$ cat config.mk
export PLATFORM = sky130hd
export DESIGN_NAME = lp_arith_inverse_flat
export DESIGN_NICKNAME = d
export VERILOG_FILES = /design/src/rtl/lp_arith_pkg.sv /design/src/rtl/lp_arith_inverse_if.sv /design/src/rtl/lp_div_step.sv /design/src/rtl/lp_arith_inverse.sv /design/src/flat_wrapper.sv
export SDC_FILE = /design/constraint.sdc
export NUM_CORES = 1
export LEC_CHECK = 0
export BUFFER_PORTS_ARGS = -buffer_cell sky130_fd_sc_hd__buf_2
export CAP_MARGIN = 0
export CORE_MARGIN = 5
export CORE_UTILIZATION = 60
export CTS_BUF_LIST = sky130_fd_sc_hd__clkbuf_8
export DETAILED_ROUTE_END_ITERATION = 7
export PLACE_DENSITY = 0.81
export SYNTH_ARGS = -nofsm -noshare
export SYNTH_HDL_FRONTEND = slang
export SYNTH_HIERARCHICAL = 1
export SYNTH_SLANG_ARGS = --single-unit
$ cat constraint.sdc
create_clock -name clk -period 4.4 [get_ports clk]
set_input_delay 0.88 -clock clk [delete_from_list [all_inputs] [get_ports clk]]
set_output_delay 0.88 -clock clk [all_outputs]
set_load 0.05 [all_outputs]
$ cat src/rtl/lp_arith_pkg.sv
// Shared definitions for the low-power arithmetic unit and its inverse.
// Holds the op encodings (common with the forward unit) and the FSM state codes.
package lp_arith_pkg;

   typedef logic [1:0] op_t;

   // Op encodings shared with the forward add/sub/multiply unit
   localparam op_t OP_ADD  = 2'b00;
   localparam op_t OP_SUB  = 2'b01;
   localparam op_t OP_MUL  = 2'b10;
   localparam op_t OP_IDLE = 2'b11;

   // Inverse-unit FSM state codes
   typedef logic [1:0] state_t;
   localparam state_t ST_IDLE = 2'd0;
   localparam state_t ST_CALC = 2'd1;
   localparam state_t ST_DONE = 2'd2;

endpackage

$ cat src/rtl/lp_arith_inverse_if.sv
// Request/response bus of the inverse-arithmetic unit.
// Request : in_valid/in_ready handshake carrying op, y (2*WIDTH) and b (WIDTH).
// Response: out_valid/out_ready handshake carrying a_out, rem_out and err.
// master = requester/consumer side, slave = the unit itself.
interface lp_arith_inverse_if
   import lp_arith_pkg::*;
#(
   parameter int unsigned WIDTH = 8
) ();

   logic                   in_valid;
   logic                   in_ready;
   op_t                    op;
   logic [2*WIDTH-1:0]     y;
   logic [WIDTH-1:0]       b;
   logic                   out_valid;
   logic                   out_ready;
   logic [WIDTH-1:0]       a_out;
   logic [WIDTH-1:0]       rem_out;
   logic                   err;

   modport master (
      output in_valid, op, y, b, out_ready,
      input  in_ready, out_valid, a_out, rem_out, err
   );

   modport slave (
      input  in_valid, op, y, b, out_ready,
      output in_ready, out_valid, a_out, rem_out, err
   );

endinterface

$ cat src/rtl/lp_div_step.sv
// One combinational restoring-division step.
// Ports: rem_i    partial remainder (WIDTH+1)
//        bit_i    next dividend bit, MSB first
//        div_i    divisor (WIDTH)
//        rem_c_o  updated partial remainder (WIDTH+1)
//        qbit_c_o quotient bit produced by this step
module lp_div_step #(
   parameter int unsigned WIDTH = 8
) (
   input  logic [WIDTH:0]   rem_i,
   input  logic             bit_i,
   input  logic [WIDTH-1:0] div_i,
   output logic [WIDTH:0]   rem_c_o,
   output logic             qbit_c_o
);

   localparam int unsigned SW = WIDTH + 2;
   localparam int unsigned RW = WIDTH + 1;

   logic [SW-1:0] shifted;
   logic          fits;

   // Shift in the next dividend bit, then trial-subtract the divisor
   assign shifted  = {rem_i, bit_i};
   assign fits     = (shifted >= SW'(div_i));
   assign qbit_c_o = fits;
   assign rem_c_o  = fits ? RW'(shifted - SW'(div_i)) : shifted[WIDTH:0];

endmodule

$ cat src/rtl/lp_arith_inverse.sv
// Inverse-arithmetic unit: recovers operand a from forward result y and known b.
//   op 00: a = y - b      op 01: a = y + b      op 10: a = y / b, rem = y % b
//   op 11: idle, operand registers stay put, zero result.
// Ports: clk, rst (sync, active high), bus (slave side of lp_arith_inverse_if).
// Add/sub/idle/error results appear one cycle after accept; a valid divide
// spends WIDTH+1 cycles in CALC (one load cycle plus one quotient bit per cycle).
module lp_arith_inverse
   import lp_arith_pkg::*;
#(
   parameter int unsigned WIDTH = 8
) (
   input  logic              clk,
   input  logic              rst,
   lp_arith_inverse_if.slave bus
);

   localparam int unsigned YW = 2 * WIDTH;
   localparam int unsigned CW = $clog2(WIDTH) + 1;
   localparam int unsigned IW = $clog2(YW);
   localparam int unsigned QW = WIDTH - 1;
   localparam int unsigned RW = WIDTH + 1;

   state_t           state_q, state_d;
   logic [YW-1:0]    y_q, y_d;
   logic [WIDTH-1:0] b_q, b_d;
   logic [WIDTH:0]   rem_q, rem_d;
   logic [QW-1:0]    quo_q, quo_d;
   logic [CW-1:0]    cnt_q, cnt_d;
   logic [WIDTH-1:0] a_q, a_d;
   logic [WIDTH-1:0] r_q, r_d;
   logic             err_q, err_d;
   logic             in_ready_q, in_ready_d;
   logic             out_valid_q, out_valid_d;

   logic [YW:0]      add_diff;
   logic             add_err;
   logic [YW-1:0]    sub_sum;
   logic             sub_err;
   logic             div_err;
   logic [IW-1:0]    bit_idx;
   logic [WIDTH:0]   step_rem;
   logic             step_q;

   // Undo-add: borrow or a difference wider than WIDTH cannot be recovered
   assign add_diff = {1'b0, bus.y} - (YW+1)'(bus.b);
   assign add_err  = add_diff[YW] | (|add_diff[YW-1:WIDTH]);

   // Undo-sub: modular sum must fit in WIDTH bits
   assign sub_sum  = bus.y + YW'(bus.b);
   assign sub_err  = |sub_sum[YW-1:WIDTH];

   // Divide: zero divisor or a quotient needing more than WIDTH bits
   assign div_err  = (bus.b == '0) || (bus.y[YW-1:WIDTH] >= bus.b);

   // CALC count 1..WIDTH consumes low-half dividend bits WIDTH-1 down to 0
   assign bit_idx  = IW'(WIDTH) - IW'(cnt_q);

   lp_div_step #(.WIDTH(WIDTH)) u_step (
      .rem_i    (rem_q),
      .bit_i    (y_q[bit_idx]),
      .div_i    (b_q),
      .rem_c_o  (step_rem),
      .qbit_c_o (step_q)
   );

   // Next-state and registered-output logic
   always_comb begin
      state_d     = state_q;
      y_d         = y_q;
      b_d         = b_q;
      rem_d       = rem_q;
      quo_d       = quo_q;
      cnt_d       = cnt_q;
      a_d         = a_q;
      r_d         = r_q;
      err_d       = err_q;
      in_ready_d  = in_ready_q;
      out_valid_d = out_valid_q;

      case (state_q)
         ST_IDLE: begin
            if (bus.in_valid && in_ready_q) begin
               in_ready_d = 1'b0;
               case (bus.op)
                  OP_ADD: begin
                     a_d         = add_err ? '0 : add_diff[WIDTH-1:0];
                     r_d         = '0;
                     err_d       = add_err;
                     out_valid_d = 1'b1;
                     state_d     = ST_DONE;
                  end
                  OP_SUB: begin
                     a_d         = sub_err ? '0 : sub_sum[WIDTH-1:0];
                     r_d         = '0;
                     err_d       = sub_err;
                     out_valid_d = 1'b1;
                     state_d     = ST_DONE;
                  end
                  OP_MUL: begin
                     if (div_err) begin
                        a_d         = '0;
                        r_d         = '0;
                        err_d       = 1'b1;
                        out_valid_d = 1'b1;
                        state_d     = ST_DONE;
                     end else begin
                        y_d     = bus.y;
                        b_d     = bus.b;
                        cnt_d   = '0;
                        state_d = ST_CALC;
                     end
                  end
                  default: begin
                     // Idle op: operand registers untouched, zero result
                     a_d         = '0;
                     r_d         = '0;
                     err_d       = 1'b0;
                     out_valid_d = 1'b1;
                     state_d     = ST_DONE;
                  end
               endcase
            end
         end

         ST_CALC: begin
            if (cnt_q == '0) begin
               // Load cycle: partial remainder starts from the high half of y
               rem_d = RW'(y_q[YW-1:WIDTH]);
               cnt_d = CW'(1);
            end else begin
               rem_d = step_rem;
               quo_d = QW'({quo_q, step_q});
               if (cnt_q == CW'(WIDTH)) begin
                  a_d         = {quo_q, step_q};
                  r_d         = step_rem[WIDTH-1:0];
                  err_d       = 1'b0;
                  out_valid_d = 1'b1;
                  state_d     = ST_DONE;
               end else begin
                  cnt_d = cnt_q + CW'(1);
               end
            end
         end

         ST_DONE: begin
            if (bus.out_ready) begin
               out_valid_d = 1'b0;
               in_ready_d  = 1'b1;
               state_d     = ST_IDLE;
            end
         end

         default: begin
            out_valid_d = 1'b0;
            in_ready_d  = 1'b1;
            state_d     = ST_IDLE;
         end
      endcase
   end

   // State and datapath registers
   always_ff @(posedge clk) begin
      if (rst) begin
         state_q     <= ST_IDLE;
         y_q         <= '0;
         b_q         <= '0;
         rem_q       <= '0;
         quo_q       <= '0;
         cnt_q       <= '0;
         a_q         <= '0;
         r_q         <= '0;
         err_q       <= 1'b0;
         in_ready_q  <= 1'b1;
         out_valid_q <= 1'b0;
      end else begin
         state_q     <= state_d;
         y_q         <= y_d;
         b_q         <= b_d;
         rem_q       <= rem_d;
         quo_q       <= quo_d;
         cnt_q       <= cnt_d;
         a_q         <= a_d;
         r_q         <= r_d;
         err_q       <= err_d;
         in_ready_q  <= in_ready_d;
         out_valid_q <= out_valid_d;
      end
   end

   assign bus.in_ready  = in_ready_q;
   assign bus.out_valid = out_valid_q;
   assign bus.a_out     = a_q;
   assign bus.rem_out   = r_q;
   assign bus.err       = err_q;

endmodule
$ cat src/flat_wrapper.sv
// flat-port wrapper written by rule: the top's interface ports become plain ports
module lp_arith_inverse_flat import lp_arith_pkg::*;
#(
   parameter int unsigned WIDTH = 8
)
  (clk, rst, bus_in_valid, bus_op, bus_y, bus_b, bus_out_ready, bus_in_ready, bus_out_valid, bus_a_out, bus_rem_out, bus_err);
  lp_arith_inverse_if #(.WIDTH(WIDTH)) bus_i ();
  input  logic clk;
  input  logic rst;
  input wire logic [$bits(bus_i.in_valid)-1:0] bus_in_valid;
  input wire logic [$bits(bus_i.op)-1:0] bus_op;
  input wire logic [$bits(bus_i.y)-1:0] bus_y;
  input wire logic [$bits(bus_i.b)-1:0] bus_b;
  input wire logic [$bits(bus_i.out_ready)-1:0] bus_out_ready;
  output wire logic [$bits(bus_i.in_ready)-1:0] bus_in_ready;
  output wire logic [$bits(bus_i.out_valid)-1:0] bus_out_valid;
  output wire logic [$bits(bus_i.a_out)-1:0] bus_a_out;
  output wire logic [$bits(bus_i.rem_out)-1:0] bus_rem_out;
  output wire logic [$bits(bus_i.err)-1:0] bus_err;
  assign bus_i.in_valid = bus_in_valid;
  assign bus_i.op = bus_op;
  assign bus_i.y = bus_y;
  assign bus_i.b = bus_b;
  assign bus_i.out_ready = bus_out_ready;
  assign bus_in_ready = bus_i.in_ready;
  assign bus_out_valid = bus_i.out_valid;
  assign bus_a_out = bus_i.a_out;
  assign bus_rem_out = bus_i.rem_out;
  assign bus_err = bus_i.err;
  lp_arith_inverse #(.WIDTH(WIDTH)) u_core (.clk(clk), .rst(rst), .bus(bus_i));
endmodule
==> run summary <==
Along the worst path, the maximum fanout reaches 9. After the first detailed-routing iteration, the DRC count stood at 419. The clock transition at the register clock pins on the worst setup and hold paths after CTS is 0.08 ns. The row count is 33. The synthesized design spends more area on one cell type than any other, namely sky130_fd_sc_hd__dfxtp_1. The flop and latch count out of synthesis came out at 65. The count of placed standard cells including taps is 743. The routability congestion estimate from global placement came out at 0.9703.

The clock insertion delay at the later pin of the skew report came out at 0.34 ns. The number of enable-type register cells in the synthesized netlist is 0. In this run the cell area of the synthesized design comes to 4898 sq um. Once detailed placement completed, the half-perimeter wirelength came to 10570 um. Measured against its own limit, the worst slew margin works out to 0.4855.

The clock tree root buffer cell is sky130_fd_sc_hd__clkbuf_8. The total setup violations reported at the end of the flow is 0. The initial core utilization came out at 0.6053. The type of destination of the critical path is a flip-flop. The worst-margin pin slew is 0.7718 ns.

The area of the die is 10070 sq um. The worst hold-check path type is reg2reg. In the routed layout, each cell is associated on average with a via count of 6.309. The post-route minimum period is 3.834 ns.

CTS built an H-tree with a depth of 3. The yosys synthesis warning count is 6. The worst setup path is of the reg2reg kind. The final critical-path share of the clock period came out at 0.8714. The worst hold slack came out at 0.4484 ns.

The number of max-slew violations in the final report came to 0. The overall routing resource usage is 0.2843. During placement, the flow inserted port buffers numbering 48.

The data arrival at the endpoint of the critical path is 4.08 ns. The tool flagged a number of max-cap violations equal to 0. The number of optimization iterations in the first detailed-route pass came out at 5. The minimum setup slack after placement is 0.2360 ns.

On the final layout, the worst clock skew is 0.01199 ns. In this run the remaining antenna-violating nets after routing total 0. The utilization after layout is 0.6696.

The count of unique library cells instantiated by Yosys came out at 74. Once the clock tree was built, the resizer swapped 0 gates to a different size. No sink is reached through more buffers than the 2 on the longest clock path. The number of DRC violations after detailed routing came out at 0. Power spread over the standard cell area amounts to 301.2 nW/um^2. The post-synthesis area per instance is 7.875 sq um.

0 antenna diodes ended up in the layout. The first global-routing pass estimated 22720 um of wire. During I/O placement, the number of pins put on the boundary was 49. The setup total negative slack came out at 0 ns. The maximum clock rate came out at 260.8 MHz. The number of nets in the final layout came out at 721.

The final cell count without fillers is 763. After floorplanning, the core was sized to cover 8093 sq um. Counting flops with an async set or reset pin after synthesis yields a share of 0. The via total after detailed routing came out at 4814.

The largest net degree at the start of global routing is 50. The cell count after synthesis came out at 622. The filler cells instantiated in the layout total 705. The number of nets handed over by synthesis was 690. The number of global-route vias before repair is 4522. The maximum vdd ir drop came out at 0.1727 mV. The run finished with clean final reports.

The static leakage power is 2.171 nW. The share of layout cells above drive strength 1 is 0.1565. Setup repair after global routing left no endpoint under its margin. Measured along the y axis, the die boundary spans 100.4 um.

In the synthesized netlist the dominant register cell turns out to be sky130_fd_sc_hd__dfxtp_1. The wire length per cell came out at 18.74 um. The most frequent cell after synthesis is sky130_fd_sc_hd__nor2_1.

At the worst endpoint, the required time is 4.65 ns. Compared with the post-synthesis result, the final layout area differs by 10.63%. The width of the chip came out at 100.4 um. The leftover overflow at the end of global routing came out at 0. After synthesis, the cell types taking the most area are sky130_fd_sc_hd__dfxtp_1, sky130_fd_sc_hd__ha_1, sky130_fd_sc_hd__a21oi_1. The initial antenna violation count is 0.

Sorting the synthesized cells by how often they occur yields sky130_fd_sc_hd__nor2_1, sky130_fd_sc_hd__nand2_1, sky130_fd_sc_hd__dfxtp_1. The number of buffers created by CTS is 9. The register area share after synthesis came out at 0.2656. The number of endpoints with negative hold slack in the final report came out at 0.

The clock tree from TritonCTS is yes. The post-layout worst setup margin is 0.5657 ns. STA classifies the critical path startpoint as a flip-flop. The share of the synthesized area in the top cell type came out at 0.2656. For this design, the sink count on the clock tree is 65. For this block, the routed nets add up to 14300 um of wire.
-- where the power goes --
group / switching [mW] / internal, mW
clock network: 0.250 / 0.335
logic: 0.275 / 0.152
registers: 0.0143 / 0.606
total: 0.539 / 1.09
-- layout make-up --
| class | instances | area, sq um | share of cell area |
|---|---|---|---|
| timing repair buffer | 58 | 315.3 | 0.05819 |
| tap | 105 | 131.4 | 0.02424 |
| clock inverter | 6 | 88.84 | 0.01639 |
| clock buffer | 10 | 137.6 | 0.02540 |
| inverter | 30 | 112.6 | 0.02078 |
| sequential | 65 | 1301 | 0.2401 |
| multi-input combinational | 489 | 3332 | 0.6149 |
-- kinds of logic (layout without fill, tap and decap cells) --
family,Yosys count,in the layout,share of synthesized area
and+or+nand+nor,254,254,0.2582
AOI/OAI and AO/OA,158,158,0.2266
buffers and inverters,68,104,0.05824
DFF,65,65,0.2656
adders and majority gates,38,38,0.1017
muxes,27,27,0.06820
xor gates and xnor gates,12,12,0.02146
-- worst max-delay path: stages (launching register included) --
cell                       delay, ns
sky130_fd_sc_hd__dfxtp_1        0.40
sky130_fd_sc_hd__inv_1          0.07
sky130_fd_sc_hd__ha_1           0.38
sky130_fd_sc_hd__mux4_2         0.33
sky130_fd_sc_hd__mux4_2         0.46
sky130_fd_sc_hd__inv_1          0.09
sky130_fd_sc_hd__ha_1           0.15
sky130_fd_sc_hd__inv_1          0.05
sky130_fd_sc_hd__fa_1           0.40
sky130_fd_sc_hd__nand3_1        0.14
sky130_fd_sc_hd__a21oi_1        0.13
sky130_fd_sc_hd__nor4b_4        0.27
sky130_fd_sc_hd__buf_4          0.21
sky130_fd_sc_hd__nand2_1        0.06
sky130_fd_sc_hd__o21ai_0        0.20
sky130_fd_sc_hd__nand2_1        0.11
sky130_fd_sc_hd__a311oi_1       0.28
-- state kept, by name (all words and copies together) (netlist names) --
name	count
u_core/cnt_q	4
u_core/bus.out_valid	1
u_core/bus.err	1
u_core/bus.in_ready	1
u_core/b_q	8
u_core/state_q	2
u_core/bus.rem_out	8
u_core/rem_q	9
u_core/bus.a_out	8
u_core/y_q	16
u_core/quo_q	7
-- final timing paths --
kind                               from                     to  slack [ns]  depth (start not counted)
setup / recovery        u_core/cnt_q[1]        u_core/rem_q[2]        0.57                         16
hold / removal    u_core/bus.rem_out[0]  u_core/bus.rem_out[0]        0.45                          2
setup reg to reg        u_core/cnt_q[1]        u_core/rem_q[2]        0.57                         16
hold reg to reg   u_core/bus.rem_out[0]  u_core/bus.rem_out[0]        0.45                          2
-- per-layer routing --
metal,vias up,wire [um],GRT usage
met5,-,0,0
met4,0,572,0.1285
met3,44,713,0.05073
met2,200,7135,0.4913
met1,2273,5878,0.3428
li1,2297,-,-
-- metrics by stage --
| stage | total power, mW | area (sq um) |
|---|---|---|
| 2_1_floorplan | 0.9377 | 4898 |
| 3_3_place_gp | 1.027 | 5162 |
| 3_5_place_dp | 1.039 | 5162 |
| 4_1_cts | 1.617 | 5389 |
| 5_1_grt | 1.703 | 5419 |
| 6_report | 1.632 | 5419 |
-- repair_timing --
item / CTS / global route
buffers inserted: 0 / 4
hold buffers: 0 / 0
endpoints found under the setup margin: 0 / 1
-- layout by cell type (no fill, tap or decap), types with 9 or more instances in the layout --
cell and count:
sky130_fd_sc_hd__nor2_1 74, sky130_fd_sc_hd__nand2_1 71, sky130_fd_sc_hd__dfxtp_1 65, sky130_fd_sc_hd__a21oi_1 61, sky130_fd_sc_hd__buf_2 48, sky130_fd_sc_hd__ha_1 35, sky130_fd_sc_hd__inv_1 30, sky130_fd_sc_hd__nand3_1 22
sky130_fd_sc_hd__mux2i_1 21, sky130_fd_sc_hd__nor2b_1 14, sky130_fd_sc_hd__o21ai_0 14, sky130_fd_sc_hd__nor3_1 12, sky130_fd_sc_hd__nand2b_1 11, sky130_fd_sc_hd__clkbuf_8 10, sky130_fd_sc_hd__buf_4 10, sky130_fd_sc_hd__a311oi_1 9
Note: power is estimated with default switching activity, not from simulation.
